==> src/rtl/lsu_match_pkg.sv <==
// ----------------------------------------------------------------------------
// lsu_match_pkg
// Shared constants and types for the LSU tag matcher.
//   TAG_WIDTH_DEF / DEPTH_DEF / ADDR_WIDTH_DEF / DATA_WIDTH_DEF : default
//     parameter values for lsu_tag_matcher and lsu_tag_cam.
//   TAG_WIDTH_MAX : storage width of the tag field in a table entry; the
//     configured TAG_WIDTH is zero-extended into it (TAG_WIDTH <= 32).
//   cam_entry_t   : one outstanding-instruction entry {valid, tag, is_write}.
// ----------------------------------------------------------------------------
package lsu_match_pkg;

  localparam int TAG_WIDTH_DEF  = 10;
  localparam int DEPTH_DEF      = 4;
  localparam int ADDR_WIDTH_DEF = 64;
  localparam int DATA_WIDTH_DEF = 64;
  localparam int TAG_WIDTH_MAX  = 32;

  typedef struct packed {
    logic                     valid;
    logic [TAG_WIDTH_MAX-1:0] tag;
    logic                     is_write;
  } cam_entry_t;

endpackage

==> src/rtl/lsu_tag_cam.sv <==
// ----------------------------------------------------------------------------
// lsu_tag_cam
// DEPTH-entry table of outstanding instruction tags.
//   clk_i, rst_i        : clock, synchronous active-high reset
//   instr_tag_i         : tag looked up for the instruction port; also the
//                         tag written on allocation
//   instr_hit_o         : some live entry holds instr_tag_i
//   data_tag_i          : tag looked up for the data port
//   data_hit_o          : some live entry holds data_tag_i
//   data_idx_o          : index of that entry
//   data_is_write_o     : is_write recorded in that entry
//   alloc_en_i          : allocate lowest-index free entry with
//                         {instr_tag_i, alloc_is_write_i}
//   alloc_is_write_i    : is_write for the allocated entry
//   free_en_i           : invalidate the entry at data_idx_o
// Live tags are unique (the caller refuses duplicates), so at most one entry
// can match either lookup.
// ----------------------------------------------------------------------------
module lsu_tag_cam
  import lsu_match_pkg::*;
#(
  parameter int TAG_WIDTH = TAG_WIDTH_DEF,
  parameter int DEPTH     = DEPTH_DEF,
  localparam int IDX_W    = $clog2(DEPTH)
) (
  input  logic                 clk_i,
  input  logic                 rst_i,
  input  logic [TAG_WIDTH-1:0] instr_tag_i,
  output logic                 instr_hit_o,
  input  logic [TAG_WIDTH-1:0] data_tag_i,
  output logic                 data_hit_o,
  output logic [IDX_W-1:0]     data_idx_o,
  output logic                 data_is_write_o,
  input  logic                 alloc_en_i,
  input  logic                 alloc_is_write_i,
  input  logic                 free_en_i
);

  cam_entry_t entries_q [DEPTH];
  cam_entry_t entries_d [DEPTH];

  logic [IDX_W-1:0] alloc_idx;
  logic             alloc_found;

  // Lookups and lowest-free search.
  always_comb begin
    instr_hit_o     = 1'b0;
    data_hit_o      = 1'b0;
    data_idx_o      = '0;
    data_is_write_o = 1'b0;
    alloc_idx       = '0;
    alloc_found     = 1'b0;
    for (int i = 0; i < DEPTH; i++) begin
      if (entries_q[i].valid && entries_q[i].tag == TAG_WIDTH_MAX'(instr_tag_i)) begin
        instr_hit_o = 1'b1;
      end
      if (entries_q[i].valid && entries_q[i].tag == TAG_WIDTH_MAX'(data_tag_i)) begin
        data_hit_o      = 1'b1;
        data_idx_o      = IDX_W'(i);
        data_is_write_o = entries_q[i].is_write;
      end
      if (!entries_q[i].valid && !alloc_found) begin
        alloc_found = 1'b1;
        alloc_idx   = IDX_W'(i);
      end
    end
  end

  // The freed entry is live and the allocated one is free, so the two
  // indices never collide; a freed slot is only seen as free next cycle.
  always_comb begin
    for (int i = 0; i < DEPTH; i++) begin
      entries_d[i] = entries_q[i];
    end
    if (free_en_i) begin
      entries_d[data_idx_o].valid = 1'b0;
    end
    if (alloc_en_i) begin
      entries_d[alloc_idx] = '{valid: 1'b1,
                               tag: TAG_WIDTH_MAX'(instr_tag_i),
                               is_write: alloc_is_write_i};
    end
  end

  always_ff @(posedge clk_i) begin
    for (int i = 0; i < DEPTH; i++) begin
      if (rst_i) begin
        entries_q[i] <= '0;
      end else begin
        entries_q[i] <= entries_d[i];
      end
    end
  end

endmodule

==> src/rtl/lsu_tag_matcher.sv <==
// ----------------------------------------------------------------------------
// lsu_tag_matcher
// Pairs processor instructions {tag, is_write} with later data beats
// {tag, addr, value} and issues one memory request per pair; forwards memory
// completions back to the processor one cycle later.
//   clk, rst                          : clock, synchronous active-high reset
//   cs_N                              : active-low select; high blocks new
//                                       instruction/data acceptance only
//   lsu_proc_instr_* (valid/ready/tag/is_write) : instruction port
//   lsu_proc_data_*  (valid/ready/tag), lsu_proc_addr, lsu_proc_value : data
//   mem_req_* (valid/ready/is_write/tag/addr/value) : request output register
//   mem_cpl_* (valid/tag/value)       : completions in (no backpressure)
//   lsu_completion_* (valid/tag/value): registered completions out
//   pending_count                     : number of live table entries
// Optional feature: define LSU_TAG_MATCHER_BYPASS_EN to let an instruction
// and its data with the same tag pass straight through in one cycle.
//
// Handshakes: a transfer happens on a posedge where valid and ready are both
// high; nothing else moves data. mem_req_* is an output register that holds
// its contents while mem_req_valid is high and mem_req_ready is low.
// ----------------------------------------------------------------------------
module lsu_tag_matcher
  import lsu_match_pkg::*;
#(
  parameter int TAG_WIDTH  = TAG_WIDTH_DEF,
  parameter int DEPTH      = DEPTH_DEF,
  parameter int ADDR_WIDTH = ADDR_WIDTH_DEF,
  parameter int DATA_WIDTH = DATA_WIDTH_DEF
) (
  input  logic                         clk,
  input  logic                         rst,
  input  logic                         cs_N,
  input  logic                         lsu_proc_instr_valid,
  output logic                         lsu_proc_instr_ready,
  input  logic [TAG_WIDTH-1:0]         lsu_proc_instr_tag,
  input  logic                         lsu_proc_instr_is_write,
  input  logic                         lsu_proc_data_valid,
  output logic                         lsu_proc_data_ready,
  input  logic [TAG_WIDTH-1:0]         lsu_proc_data_tag,
  input  logic [ADDR_WIDTH-1:0]        lsu_proc_addr,
  input  logic [DATA_WIDTH-1:0]        lsu_proc_value,
  output logic                         mem_req_valid,
  input  logic                         mem_req_ready,
  output logic                         mem_req_is_write,
  output logic [TAG_WIDTH-1:0]         mem_req_tag,
  output logic [ADDR_WIDTH-1:0]        mem_req_addr,
  output logic [DATA_WIDTH-1:0]        mem_req_value,
  input  logic                         mem_cpl_valid,
  input  logic [TAG_WIDTH-1:0]         mem_cpl_tag,
  input  logic [DATA_WIDTH-1:0]        mem_cpl_value,
  output logic                         lsu_completion_valid,
  output logic [TAG_WIDTH-1:0]         lsu_completion_tag,
  output logic [DATA_WIDTH-1:0]        lsu_completion_value,
  output logic [$clog2(DEPTH+1)-1:0]   pending_count
);

  localparam int CNT_W = $clog2(DEPTH+1);
  localparam int IDX_W = $clog2(DEPTH);

  logic                  instr_hit, data_hit, data_is_write;
  logic [IDX_W-1:0]      data_idx;
  logic                  out_free, not_full, bypass;
  logic                  instr_fire, data_fire, alloc_en, free_en;

  logic [CNT_W-1:0]      pending_q, pending_d;
  logic                  req_valid_q, req_valid_d;
  logic                  req_is_write_q, req_is_write_d;
  logic [TAG_WIDTH-1:0]  req_tag_q, req_tag_d;
  logic [ADDR_WIDTH-1:0] req_addr_q, req_addr_d;
  logic [DATA_WIDTH-1:0] req_value_q, req_value_d;
  logic                  cpl_valid_q;
  logic [TAG_WIDTH-1:0]  cpl_tag_q;
  logic [DATA_WIDTH-1:0] cpl_value_q;

  lsu_tag_cam #(
    .TAG_WIDTH (TAG_WIDTH),
    .DEPTH     (DEPTH)
  ) u_cam (
    .clk_i            (clk),
    .rst_i            (rst),
    .instr_tag_i      (lsu_proc_instr_tag),
    .instr_hit_o      (instr_hit),
    .data_tag_i       (lsu_proc_data_tag),
    .data_hit_o       (data_hit),
    .data_idx_o       (data_idx),
    .data_is_write_o  (data_is_write),
    .alloc_en_i       (alloc_en),
    .alloc_is_write_i (lsu_proc_instr_is_write),
    .free_en_i        (free_en)
  );

  // The request register can take a new beat if it is empty or draining now.
  assign out_free = !req_valid_q || mem_req_ready;
  assign not_full = pending_q < CNT_W'(DEPTH);

`ifdef LSU_TAG_MATCHER_BYPASS_EN
  // Same-tag instruction and data meet in one cycle: the pair goes straight
  // to the request register without touching the table, so a full table
  // does not block it.
  assign bypass = !rst && !cs_N && out_free &&
                  lsu_proc_instr_valid && lsu_proc_data_valid &&
                  (lsu_proc_instr_tag == lsu_proc_data_tag) && !instr_hit;
`else
  assign bypass = 1'b0;
`endif

  // instr_hit also covers an entry freed this very cycle, so a reused tag is
  // refused until the free has landed.
  assign lsu_proc_instr_ready = !rst && !cs_N && !instr_hit && (not_full || bypass);
  assign lsu_proc_data_ready  = !rst && !cs_N && out_free && (data_hit || bypass);

  assign instr_fire = lsu_proc_instr_valid && lsu_proc_instr_ready;
  assign data_fire  = lsu_proc_data_valid && lsu_proc_data_ready;
  assign alloc_en   = instr_fire && !bypass;
  assign free_en    = data_fire && !bypass;

  always_comb begin
    pending_d = pending_q;
    case ({alloc_en, free_en})
      2'b10:   pending_d = pending_q + CNT_W'(1);
      2'b01:   pending_d = pending_q - CNT_W'(1);
      default: pending_d = pending_q;
    endcase
  end

  always_comb begin
    req_valid_d    = req_valid_q;
    req_is_write_d = req_is_write_q;
    req_tag_d      = req_tag_q;
    req_addr_d     = req_addr_q;
    req_value_d    = req_value_q;
    if (data_fire) begin
      req_valid_d    = 1'b1;
      req_is_write_d = bypass ? lsu_proc_instr_is_write : data_is_write;
      req_tag_d      = lsu_proc_data_tag;
      req_addr_d     = lsu_proc_addr;
      req_value_d    = lsu_proc_value;
    end else if (mem_req_ready) begin
      req_valid_d    = 1'b0;
    end
  end

  always_ff @(posedge clk) begin
    if (rst) begin
      pending_q      <= '0;
      req_valid_q    <= 1'b0;
      req_is_write_q <= 1'b0;
      req_tag_q      <= '0;
      req_addr_q     <= '0;
      req_value_q    <= '0;
      cpl_valid_q    <= 1'b0;
      cpl_tag_q      <= '0;
      cpl_value_q    <= '0;
    end else begin
      pending_q      <= pending_d;
      req_valid_q    <= req_valid_d;
      req_is_write_q <= req_is_write_d;
      req_tag_q      <= req_tag_d;
      req_addr_q     <= req_addr_d;
      req_value_q    <= req_value_d;
      cpl_valid_q    <= mem_cpl_valid;
      cpl_tag_q      <= mem_cpl_tag;
      cpl_value_q    <= mem_cpl_value;
    end
  end

  assign pending_count        = pending_q;
  assign mem_req_valid        = req_valid_q;
  assign mem_req_is_write     = req_is_write_q;
  assign mem_req_tag          = req_tag_q;
  assign mem_req_addr         = req_addr_q;
  assign mem_req_value        = req_value_q;
  assign lsu_completion_valid = cpl_valid_q;
  assign lsu_completion_tag   = cpl_tag_q;
  assign lsu_completion_value = cpl_value_q;

endmodule

==> config.mk <==
export PLATFORM = sky130hd
export DESIGN_NAME = lsu_tag_matcher
export DESIGN_NICKNAME = d
export VERILOG_FILES = /design/src/rtl/lsu_match_pkg.sv /design/src/rtl/lsu_tag_cam.sv /design/src/rtl/lsu_tag_matcher.sv
export SDC_FILE = /design/constraint.sdc
export NUM_CORES = 1
export LEC_CHECK = 0
export BUFFER_PORTS_ARGS = -buffer_cell sky130_fd_sc_hd__buf_2
export CORE_ASPECT_RATIO = 0.6
export CORE_MARGIN = 5
export CORE_UTILIZATION = 35
export CTS_BUF_LIST = sky130_fd_sc_hd__clkbuf_16
export DETAILED_ROUTE_END_ITERATION = 7
export HOLD_SLACK_MARGIN = 0.02
export PLACE_DENSITY = 0.64
export SYNTH_ARGS = -nofsm -noshare
export SYNTH_HDL_FRONTEND = slang
export SYNTH_HIERARCHICAL = 1
export SYNTH_SLANG_ARGS = --single-unit
export TNS_END_PERCENT = 10
==> constraint.sdc <==
create_clock -name clk -period 4.8 [get_ports clk]
set_input_delay 0.48 -clock clk [delete_from_list [all_inputs] [get_ports clk]]
set_output_delay 0.48 -clock clk [all_outputs]
set_load 0.005 [all_outputs]
## Word level (Yosys, flattened, before mapping)

Memory sizes are Yosys's and may differ from the RTL's.
Cells that the tools add are included.

| word-level totals | value |
|---|---|
| register bits after elaboration | 218 |
| RAM bits | 136 |
| output and inout bits | 220 |
| logic and storage cells | 104 |
| memories kept | 1 |

Memories:

| name | depth | bits a word | rd ports | clocked after memory_dff | wr ports | line | source |
|---|---|---|---|---|---|---|---|
| u_cam.entries_q | 4 | 34 | 4 | 0 | 4 | lsu_tag_cam.sv:39 | `cam_entry_t entries_q [DEPTH];` |

| cells by class | value |
|---|---|
| add/sub/neg operators | 2 |
| magnitude comparators | 5 |
| equality and inequality tests | 10 |
| muxes and demuxes | 39 |
| bitwise logic cells | 6 |
| reduce and logical (&&, ||, !) cells | 32 |

Operators by type and width:

| operator | number |
|---|---|
| $bwmux W136 | 2 |
| $mux W136 | 2 |
| $eq A32 B10 Y1 | 8 |
| $mux W34 | 6 |
| $demux W34 S2 | 2 |
| $mux W1 | 22 |
| $logic_and A1 B1 Y1 | 20 |
| $logic_not A1 Y1 | 9 |
| $mux W2 | 4 |
| $ge A3 B3 Y1 const B | 2 |
| $lt A3 B1 Y1 const B | 2 |
| $not A2 Y3 | 2 |
| $pmux W3 S2 | 1 |
| $or A1 B1 Y1 | 4 |
| $reduce_bool A2 Y1 | 2 |
| $add A3 B1 Y3 const B | 1 |
| $lt A3 B3 Y1 const B | 1 |
| $sub A3 B1 Y3 const B | 1 |
| $eq A2 B1 Y1 const B | 1 |
| $eq A2 B2 Y1 const B | 1 |
| $logic_or A1 B1 Y1 | 1 |

## Depth between registers and ports, before layout

Gate-level depths: netlist of run 1.
An unclocked memory read counts as a cell.

| logic depth | value |
|---|---|
| depth after elaboration | 18 |
| mapped depth | 16 |
| depth with buffers taken out | 13 |

## Cells and area by module

Netlist of run 1, hierarchy kept.

Modules (own cells, without submodules):

| module | instances | cells each | area an instance (sq um) | sequential area each (sq um) |
|---|---|---|---|---|
| lsu_tag_matcher | 1 | 634 | 7676.1 | 4364.2 |
| lsu_tag_cam | 1 | 337 | 2796.4 | 960.9 |

## Least setup slack after synthesis of run 1

OpenSTA, ideal clock, no wires.

| timing path | value |
|---|---|
| kind | in2reg |
| from | in lsu_proc_data_tag[9] |
| to | reg pending_q[2] (netlist: pending_count[2]) |
| data arrival time | 3363 ps |
| required time | 4729 ps |
| path slack | 1366 ps |
| cell stages on the path | 16 |
| cell sequence | buf_2 -> xnor2_1 -> nand4_1 -> or4_4 -> nand2_1 -> or3_1 -> nand4_1 -> buf_6 -> buf_4 -> inv_1 -> ha_1 -> inv_1 -> fa_1 -> xor2_1 -> or3_1 -> a21oi_1 |

| between the ends | value |
|---|---|
| longest elaborated chain between the ends | 10 |

RTL lines:

| element | line | source |
|---|---|---|
| start, declared | lsu_tag_matcher.sv:39 | `input logic [TAG_WIDTH-1:0] lsu_proc_data_tag,` |
| $eq A32 B10 Y1 | lsu_tag_cam.sv:57 | `if (entries_q[i].valid && entries_q[i].tag == TAG_WIDTH_MAX'(data_tag_i)) begin` |
| $logic_and A1 B1 Y1 | lsu_tag_cam.sv:57 |  |
| $mux W1 (3 in a row) | lsu_tag_cam.sv:57 |  |
| $mux W1 * | lsu_tag_cam.sv:57 |  |
| via data_hit | lsu_tag_matcher.sv:60 | `logic instr_hit, data_hit, data_is_write;` |
| $logic_and A1 B1 Y1 * | lsu_tag_matcher.sv:110 | `assign lsu_proc_data_ready = !rst && !cs_N && out_free && (data_hit \|\| bypass);` |
| $logic_and A1 B1 Y1 * | lsu_tag_matcher.sv:113 | `assign data_fire = lsu_proc_data_valid && lsu_proc_data_ready;` |
| via data_fire | lsu_tag_matcher.sv:63 | `logic instr_fire, data_fire, alloc_en, free_en;` |
| $eq A2 B1 Y1 or $eq A2 B2 Y1 (tied branches) | lsu_tag_matcher.sv:119 | `case ({alloc_en, free_en})` |
| $pmux W3 S2 or $reduce_bool A2 Y1 (tied branches) | n/a |  |
| end signal, assigned | lsu_tag_matcher.sv:155 | `pending_q <= pending_d;` |
| end, declared | lsu_tag_matcher.sv:65 | `logic [CNT_W-1:0] pending_q, pending_d;` |

The timed path passes the listed nets; every way through them passes the cells marked *.
A chain may end at the register's enable or synchronous reset.

==> reports/qor.csv, run 1 <==
stage,metric,value,unit
clock_tree,clk_path_buf_depth,3,
synthesis,yosysWarningCount,6,
drt,firstDrtPassIters,4,
clock_tree,postCtsSetupRepairBufs,0,
critical_path,path_max_fanout,5,
floorplan,pin_count,450,
global_routing,grt_pass1_vias,7932,
synthesis,synth_fp_nets,1201,
power_and_ir_drop,powerDensity,325,mW/mm^2
floorplan,die_w,233,um
power_and_ir_drop,peakVddDrop,0.215,mV
synthesis,syn-cell-area,0.0105,mm^2
timing,setup_viol,0,
timing,rsz0062_at_grt,false,
critical_path,worstSetupEndpointType,register,
power_and_ir_drop,power_frac_seq,50.7,%
global_routing,grt_max_degree,165,
critical_path,worstPathRequired,5.26,ns
clock_tree,root_buffer,clkbuf_16,
critical_path,ff2ff_setup_slack,1.49,ns
floorplan,rows,49,
drt,drtAntennaViolNets,0,
timing,fin_crit_sh,68.9,%
finish,drive_above_1_share,38.7,%
global_routing,overflow,0,
timing,final-max-slew-violation-count,0,
placement,hpwlAfterDp,23600,um
drt,avgViaCountPerCell,4.47,
synthesis,synth_cells,969,
clock_tree,cts.sinks,266,
timing,fin_tns_setup,0,ns
placement,place.gp.congestion,0.898,
global_routing,grt_pass1_wl,45700,um
power_and_ir_drop,switching_share,22.8,%
floorplan,core_region_area,0.0297,mm^2
finish,fin_area,0.0137,mm^2
critical_path,worst_setup_path_start_kind,register,
clock_tree,cts_tree,done,
finish,nets,1612,
drt,drc,0,
timing,setup_ws,1.49,ns
critical_path,arrival,3.77,ns
floorplan,die-height,144,um
clock_tree,cts_buffers,25,
placement,post-place-ws,1.29,ns
floorplan,die_area,0.0336,mm^2
timing,max_freq,302,MHz
timing,relSlewSlack,41.7,%
placement,port_buffers,449,
timing,hold_viol_final,0,
clock_tree,cts_resized,0,
status,run_status,finished clean,
power_and_ir_drop,leakage,6.60,nW
clock_tree,ctsHtreeMaxLevel,1,
power_and_ir_drop,p_int,3.44,mW
timing,tightest_slew,0.869,ns
drt,wl_per_cell,17.4,um
drt,drtIter0Drc,469,
timing,fin_crit,3.31,ns
synthesis,avgSynthCellArea,10.8,um^2
drt,vias,8076,
global_routing,antenna_found_initial,8,
floorplan,initial_utilization,35.2,%
finish,area_growth,30.8,%
critical_path,critPathKind,register to register,
timing,finClkSkew,0.0127,ns
global_routing,grt.total_usage,17.2,%
flow_run,maxCapViolations,0,
power_and_ir_drop,p_sw,1.01,mW
drt,drt_wl_total,31400,um
power_and_ir_drop,clockPowerShare,43.1,%
clock_tree,clk_pin_slew,0.07,ns
worst_hold_path,min-delay-path-class,primary input to register,
clock_tree,clk-insertion-delay-late,0.54,ns
clock_tree,hold_buffers,0,
power_and_ir_drop,power_frac_comb,6.1,%
placement,place_area,0.0129,mm^2
placed cells by master, fill, tap and decap left out, drive strengths merged, types with 2 or more instances in the layout:
cell        n
dfxtp     266
clkinvlp    2
inv        14
nor4        9
or4         2
nand3       6
nor3        6
mux2      138
mux2i      23
nand2b      3
nand2      52
a21oi      30
clkbuf     26
clkinv     12
bufinv      2
xnor2      52
o21ai       2
nor2       30
or3         3
nor2b     213
buf       453
xor2       30
nand4      14
per-layer routing:
layer / track usage [%] / up-vias / wire (um)
li1: - / 3979 / -
met1: 22.4 / 3760 / 13200
met2: 28.3 / 262 / 14600
met3: 4.98 / 61 / 2580
met4: 4.78 / 14 / 881
met5: 0 / - / 92
registers in the layout (all words and copies together) (netlist names):
| name | flops |
|---|---|
| mem_req_valid | 1 |
| mem_req_is_write | 1 |
| lsu_completion_valid | 1 |
| pending_count | 3 |
| mem_req_addr | 64 |
| mem_req_value | 64 |
| u_cam/entries_q | 48 |
| lsu_completion_value | 64 |
| lsu_completion_tag | 10 |
| mem_req_tag | 10 |
worst max-delay path, stage by stage, from the launching register on:
cell     delay, ns
dfxtp_1       0.37
xor2_1        0.19
nor4_1        0.57
nand4_1       0.27
nand2_1       0.10
or3_1         0.12
nand4_1       0.15
inv_1         0.22
ha_1          0.21
inv_1         0.06
fa_1          0.37
xor2_1        0.15
or3_1         0.30
a21oi_1       0.14
path summary, 6_finish.rpt:
kind	from	endpoint	depth (start not counted)
hold reg to reg	u_cam/entries_q[2][0]$_SDFFE_PP0P_	u_cam/entries_q[2][0]$_SDFFE_PP0P_	2
hold / removal	lsu_proc_value[14]	mem_req_value[14]$_SDFFE_PP0P_	2
setup reg to reg	u_cam/entries_q[3][9]$_SDFFE_PP0P_	pending_count[2]$_SDFFE_PP0P_	13
setup / recovery	u_cam/entries_q[3][9]$_SDFFE_PP0P_	pending_count[2]$_SDFFE_PP0P_	13
stage by stage:
| stage | util, % | hold WS, ns | total power [mW] | std cells |
|---|---|---|---|---|
| final | 46.0 | 0.139 | 4.45 | 1808 |
| after floorplan | - | 0.433 | 2.43 | 969 |
| after global placement | 43.4 | 0.457 | 2.58 | 1761 |
| after detailed placement | 43.4 | 0.455 | 2.58 | 1761 |
| after global routing | 46.0 | 0.116 | 4.64 | 1808 |
| after CTS | 46.0 | 0.102 | 4.53 | 1807 |
power by group through the flow:
stage               combinational (mW)  sequential (mW)  clock [mW]
CTS                              0.277             2.26        2.00
detailed placement               0.275             2.31           0
global placement                 0.271             2.31           0
finish                           0.273             2.26        1.92
floorplan                        0.121             2.31           0
global route                     0.301             2.26        2.08
layout make-up:
class | count | area [um^2]
Timing Repair Buffer | 454 | 2320
Antenna cell | 1 | 2.50
Clock inverter | 21 | 154
Multi-Input combinational cell | 624 | 4720
Fill cell | 2874 | 16000
Tap cell | 408 | 510
Clock buffer | 25 | 626
Inverter | 9 | 33.8
Sequential cell | 266 | 5330
No activity file was read; power rests on OpenSTA's default activity.
==> run 2: changes to the inputs <==
--- a/config.mk
+++ b/config.mk
@@ -12,7 +12,7 @@
 export CTS_BUF_LIST = sky130_fd_sc_hd__clkbuf_16
 export DETAILED_ROUTE_END_ITERATION = 7
 export HOLD_SLACK_MARGIN = 0.02
-export PLACE_DENSITY = 0.64
+export PLACE_DENSITY = 0.66
 export SYNTH_ARGS = -nofsm -noshare
 export SYNTH_HDL_FRONTEND = slang
 export SYNTH_HIERARCHICAL = 1
==> constraint.sdc (replaced) <==
create_clock -name clk -period 3.03 [get_ports clk]
set_input_delay 0.303 -clock clk [delete_from_list [all_inputs] [get_ports clk]]
set_output_delay 0.303 -clock clk [all_outputs]
set_load 0.005 [all_outputs]
==> run 2 against run 1 <==
Compared with the run above: maximum frequency up 12%; non-clock buffer count grew 227; final cell count grew 13%.
==> reports/qor.csv, run 2 (synthesis gave the netlist of run 1 again) <==
stage,metric,value,unit
drt,vias,9177,
floorplan,die_w,233,um
clock_tree,cts_buffers,26,
drt,wl_per_cell,17.7,um
global_routing,grt_max_degree,146,
floorplan,die-height,144,um
floorplan,rows,49,
timing,finClkSkew,0.0137,ns
critical_path,r2r-start,u_cam/entries_q[2][8]$_SDFFE_PP0P_,
worst_hold_path,min_path_cells,2,
status,run_status,finished clean,
timing,fin_crit,2.94,ns
power_and_ir_drop,peakVddDrop,0.343,mV
clock_tree,root_buffer,clkbuf_16,
worst_hold_path,hp-start,mem_cpl_value[38],
placement,port_buffers,449,
power_and_ir_drop,leakage,7.61,nW
critical_path,critPathLaunch,u_cam/entries_q[2][8]$_SDFFE_PP0P_,
clock_tree,cts_tree,done,
timing,max_freq,340,MHz
finish,fin_area,0.0160,mm^2
critical_path,ff2ff_setup_slack,0.09,ns
global_routing,antenna_found_initial,0,
placement,place.gp.congestion,0.928,
clock_tree,clk_path_buf_depth,3,
timing,hold_viol_final,0,
placement,hpwlAfterDp,24500,um
global_routing,grt_pass1_vias,9284,
drt,drtAntennaViolNets,0,
finish,fillers,2501,
global_routing,overflow,0,
worst_hold_path,min_to,lsu_completion_value[38]$_SDFF_PP0_,
timing,setup_ws,0.0853,ns
global_routing,grt_pass1_wl,52900,um
floorplan,core_region_area,0.0297,mm^2
critical_path,worstRegToRegCells,13,
finish,area_growth,52.7,%
timing,tightest_slew,0.634,ns
finish,diodes,0,
critical_path,worstPathRequired,3.50,ns
finish,final_common_cell,buf_2,
drt,avgViaCountPerCell,4.51,
drt,firstDrtPassIters,5,
clock_tree,ctsHtreeMaxLevel,1,
critical_path,path_max_fanout,3,
floorplan,pin_count,450,
flow_run,maxCapViolations,0,
finish,final_cell_mix,"buf_2, dfxtp_1, nor2b_1",
floorplan,die_area,0.0336,mm^2
drt,drt_wl_total,36000,um
clock_tree,cts.sinks,266,
global_routing,grt.total_usage,19.8,%
placement,post-place-ws,-0.0398,ns
floorplan,initial_utilization,35.2,%
critical_path,worstSetupEndpointType,register,
critical_path,critPathKind,register to register,
critical_path,arrival,3.41,ns
finish,nets,1840,
drt,drtIter0Drc,618,
finish,drive_above_1_share,36.0,%
timing,final-max-slew-violation-count,0,
critical_path,worst_setup_path_start_kind,register,
critical_path,r2r-end,pending_count[2]$_SDFFE_PP0P_,
power_and_ir_drop,power,7.38,mW
timing,relSlewSlack,57.7,%
clock_tree,clk-insertion-delay-late,0.54,ns
clock_tree,clk_pin_slew,0.07,ns
timing,fin_crit_sh,97.2,%
drt,drc,0,
timing,setup_viol,0,
power_and_ir_drop,powerDensity,462,mW/mm^2
worst_hold_path,min-delay-path-class,primary input to register,
placement,place_area,0.0131,mm^2
## run 2: cell types whose count changed in the layout (fill, tap and decap cells not counted), moves of 4 or more
cell / change
xnor2_1: -4
xnor2_2: +4
dfxtp_2: +4
dlygate4sd3_1: +197
dfxtp_1: -4
buf_4: +29
## run 2: repair_timing
item                                    in CTS  in global routing
resized for setup                            0                 12
endpoints found under the hold margin      197                  0
pin swaps                                    1                  4
buffers inserted                             1                  0
hold buffers                               197                  0
endpoints found under the setup margin       1                 18
## run 2: through the flow
step | util [%] | hold WS (ns) | setup TNS (ns) | instances
after floorplan | - | 0.428 | 0 | 969
after global placement | 44.2 | 0.456 | -0.0489 | 1790
after detailed placement | 44.2 | 0.465 | -0.0398 | 1790
after CTS | 53.5 | 0.0244 | 0 | 2034
after global routing | 53.7 | 0.0280 | -0.00362 | 2034
final | 53.7 | 0.0515 | 0 | 2034
## run 2: worst max-delay path by stage
stage                                                to  slack (ns)  depth (start not counted)
final                     pending_count[2]$_SDFFE_PP0P_        0.09                         13
after global routing      pending_count[2]$_SDFFE_PP0P_      -0.004                         13
after CTS                 pending_count[2]$_SDFFE_PP0P_       0.003                         13
after detailed placement  pending_count[2]$_SDFFE_PP0P_       -0.04                         14
after global placement    pending_count[2]$_SDFFE_PP0P_       -0.05                         14
after floorplan           pending_count[2]$_SDFFE_PP0P_       0.005                         16
## run 2: final cells by class
| type | instances | area [um^2] | share of cell area [%] |
|---|---|---|---|
| clock inverter | 19 | 124 | 0.775 |
| sequential | 266 | 5330 | 33.4 |
| multi-input combinational | 624 | 4780 | 29.9 |
| inverter | 9 | 41.3 | 0.258 |
| clock buffer | 27 | 676 | 4.23 |
| tap | 408 | 510 | 3.19 |
| timing repair buffer | 681 | 4520 | 28.3 |
## run 2: per-layer routing
layer / GRT usage, % / vias up / wire, um
li1: - / 4436 / -
met1: 26.4 / 4297 / 15200
met2: 30.7 / 365 / 16200
met3: 5.67 / 79 / 3140
met4: 7.58 / 0 / 1470
met5: 0 / - / 0
## run 2: critical path: stages (launching register included)
cell and delay (ns):
dfxtp_1 0.42, xnor2_2 0.16, nand3_1 0.12, or4_4 0.51
nand2_1 0.08, or3_1 0.13, nand4_1 0.24, inv_8 0.12
ha_4 0.13, inv_1 0.05, fa_2 0.33, xor2_1 0.15
or3_1 0.31, a21oi_1 0.12
## run 2: power by group
group | switching, mW | internal [mW]
clock network | 1.42 | 1.70
logic | 0.285 | 0.398
registers | 0.0255 | 3.56
total | 1.73 | 5.65
==> run 3: changes to the inputs <==
--- a/config.mk
+++ b/config.mk
@@ -8,11 +8,11 @@
 export BUFFER_PORTS_ARGS = -buffer_cell sky130_fd_sc_hd__buf_2
 export CORE_ASPECT_RATIO = 0.6
 export CORE_MARGIN = 5
-export CORE_UTILIZATION = 35
+export CORE_UTILIZATION = 43
 export CTS_BUF_LIST = sky130_fd_sc_hd__clkbuf_16
 export DETAILED_ROUTE_END_ITERATION = 7
 export HOLD_SLACK_MARGIN = 0.02
-export PLACE_DENSITY = 0.66
+export PLACE_DENSITY = 0.78
 export SYNTH_ARGS = -nofsm -noshare
 export SYNTH_HDL_FRONTEND = slang
 export SYNTH_HIERARCHICAL = 1
==> constraint.sdc (replaced) <==
create_clock -name clk -period 2.54 [get_ports clk]
set_input_delay 0.254 -clock clk [delete_from_list [all_inputs] [get_ports clk]]
set_output_delay 0.254 -clock clk [all_outputs]
set_load 0.02 [all_outputs]
==> run 3 against run 2 <==
Compared with the run above: the run now ends with negative setup slack left; sequential power is 19% higher; critical path type unchanged; die area fell by 18%; highest routed layer is now met5; critical endpoint unchanged; maximum frequency is 4.8% higher; worst hold slack better by 0.0057 ns; core utilization increased by 16 points; wire length up 16%; flip-flop and latch count unchanged.
==> reports/qor.csv, run 3 (synthesis gave the netlist of run 1 again) <==
stage,metric,value,unit
power_and_ir_drop,power_frac_seq,45.6,%
critical_path,cpPeakStageDelay,0.53,ns
finish,drive_above_1_share,39.7,%
critical_path,slowest_stage,or4_4,
power_and_ir_drop,powerDensity,557,mW/mm^2
power_and_ir_drop,p_sw,2.25,mW
global_routing,antenna_found_initial,6,
timing,tightest_slew,0.679,ns
timing,whs,0.0572,ns
timing,max_freq,356,MHz
drt,wl_per_cell,20.5,um
placement,placed_cells,1760,
finish,final_cell_mix,"buf_2, dfxtp_1, nor2b_1",
critical_path,worstPathRequired,3.01,ns
clock_tree,cts_buffers,26,
finish,nets,1924,
drt,firstDrtPassIters,6,
floorplan,initial_utilization,43.5,%
power_and_ir_drop,p_int,7.12,mW
power_and_ir_drop,power_frac_comb,10.6,%
global_routing,overflow,0,
clock_tree,cts.sinks,266,
critical_path,path_buf_inv,3,
power_and_ir_drop,leakage,8.11,nW
status,violations,negative setup slack,
global_routing,grt_pass1_vias,10500,
timing,finClkSkew,0.0195,ns
finish,final_common_cell,buf_2,
floorplan,rows,44,
floorplan,core_region_area,0.0241,mm^2
critical_path,ff2ff_setup_slack,-0.27,ns
status,run_status,finished with violations,
drt,drtAntennaViolNets,0,
floorplan,pin_count,450,
critical_path,worstSetupEndpointType,register,
finish,area_growth,60.8,%
critical_path,critPathKind,register to register,
drt,drc,0,
worst_hold_path,min-delay-path-class,primary input to register,
power_and_ir_drop,switching_share,24.0,%
floorplan,die-height,131,um
finish,register_area,0.00533,mm^2
critical_path,arrival,3.28,ns
global_routing,grt_pass1_wl,60100,um
placement,port_buffers,449,
power_and_ir_drop,clockPowerShare,43.9,%
critical_path,path_cells,"xnor2_2, nand2_1, or4_4, nand2_2, or3_4, nand4_1, buf_6, inv_8, ha_4, inv_2, fa_2, xor2_1, or3_1, a21oi_1",
flow_run,maxCapViolations,0,
finish,utilization,70.0,%
placement,hpwlAfterDp,25100,um
timing,fin_crit_sh,111,%
timing,hold_viol_final,0,
drt,drt_wl_total,41700,um
global_routing,grt_max_degree,123,
floorplan,die_area,0.0277,mm^2
timing,setup_ws,-0.271,ns
clock_tree,clk_path_buf_depth,3,
critical_path,path_max_fanout,2,
global_routing,grt.total_usage,27.9,%
clock_tree,ctsHtreeMaxLevel,1,
floorplan,die_w,211,um
finish,multi_input_area,0.00488,mm^2
timing,final-max-slew-violation-count,0,
finish,fillers,1594,
finish,final_cells,2037,
timing,fin_crit,2.81,ns
critical_path,crit_family,simple AND/OR/NAND/NOR gates,
drt,drtIter0Drc,603,
timing,rsz0062_at_grt,true,
drt,vias,9988,
clock_tree,cts_tree,done,
clock_tree,clk-insertion-delay-late,0.54,ns
drt,avgViaCountPerCell,4.90,
critical_path,worst_setup_path_start_kind,register,
clock_tree,root_buffer,clkbuf_16,
power_and_ir_drop,peakVddDrop,0.552,mV
placement,place.gp.congestion,0.921,
timing,relSlewSlack,54.7,%
timing,setup_viol,142,
clock_tree,clk_pin_slew,0.07,ns
## run 3: changes by cell type in the layout (fill, tap and decap cells not counted), moves of 3 or more
cell           before  now
buf_4              32   99
bufinv_16           1    4
buf_6               1    5
dlygate4sd3_1     197  206
diode_2             0    3
## run 3: worst paths after layout
path              cells past startpoint                               start                                 end
setup / recovery                     14  u_cam/entries_q[2][7]$_SDFFE_PP0P_       pending_count[2]$_SDFFE_PP0P_
hold / removal                        3                       mem_req_ready          mem_req_valid$_SDFFE_PP0P_
setup reg to reg                     14  u_cam/entries_q[2][7]$_SDFFE_PP0P_       pending_count[2]$_SDFFE_PP0P_
hold reg to reg                       2  u_cam/entries_q[2][0]$_SDFFE_PP0P_  u_cam/entries_q[2][0]$_SDFFE_PP0P_
## run 3: routing by layer
| metal | vias to the layer above | track usage (%) | share of wire (%) |
|---|---|---|---|
| met4 | 6 | 11.5 | 4.1 |
| met5 | - | 0 | 0.082 |
| met1 | 4739 | 32.6 | 38 |
| met2 | 507 | 47.7 | 49 |
| met3 | 113 | 9.38 | 9.1 |
| li1 | 4623 | - | - |
## run 3: per-stage QoR
step                      setup TNS (ns)  area [um^2]  power [mW]  worst slack [ns]
final                              -5.76        16800        9.37            -0.271
after global routing              -26.94        16800        9.66            -0.464
after CTS                          -1.04        16600        9.36            -0.213
after detailed placement          -40.26        13500        5.03            -0.477
after global placement            -33.65        13500        5.01            -0.448
after floorplan                    -2.46        10600        4.68            -0.414
## run 3: worst register-to-register path: cells and delay by family (launching register included)
family | cells | cell delay, ns
XOR/XNOR | 2 | 0.35
AO/OA/AOI/OAI | 1 | 0.12
flip-flops | 1 | 0.34
adder cells (fa/ha/maj) | 2 | 0.46
AND/OR/NAND/NOR | 6 | 1.24
buffers and inverters | 3 | 0.23
## run 3: what timing repair did
item	in CTS	in global routing
hold buffers	206	0
buffers inserted	12	8
pin swaps	8	10
endpoints found under the hold margin	221	0
cloned	1	2
setup endpoints to repair	174	187
resized for setup	16	24
## run 3: layout make-up
type | instances | area share [%]
flip-flops and latches | 266 | 31.7
repair buffers | 765 | 31.3
multi-input cells | 624 | 29.0
clock buffers | 27 | 4.01
well taps | 322 | 2.39
clock inverters | 21 | 1.32
inverters | 9 | 0.245
diodes | 3 | 0.0446
## run 3: power by group through the flow
stage / logic [mW] / registers [mW] / clock network (mW)
CTS: 0.941 / 4.27 / 4.15
global route: 1.04 / 4.28 / 4.34
floorplan: 0.237 / 4.44 / 0
global placement: 0.655 / 4.36 / 0
finish: 0.991 / 4.27 / 4.11
detailed placement: 0.666 / 4.36 / 0
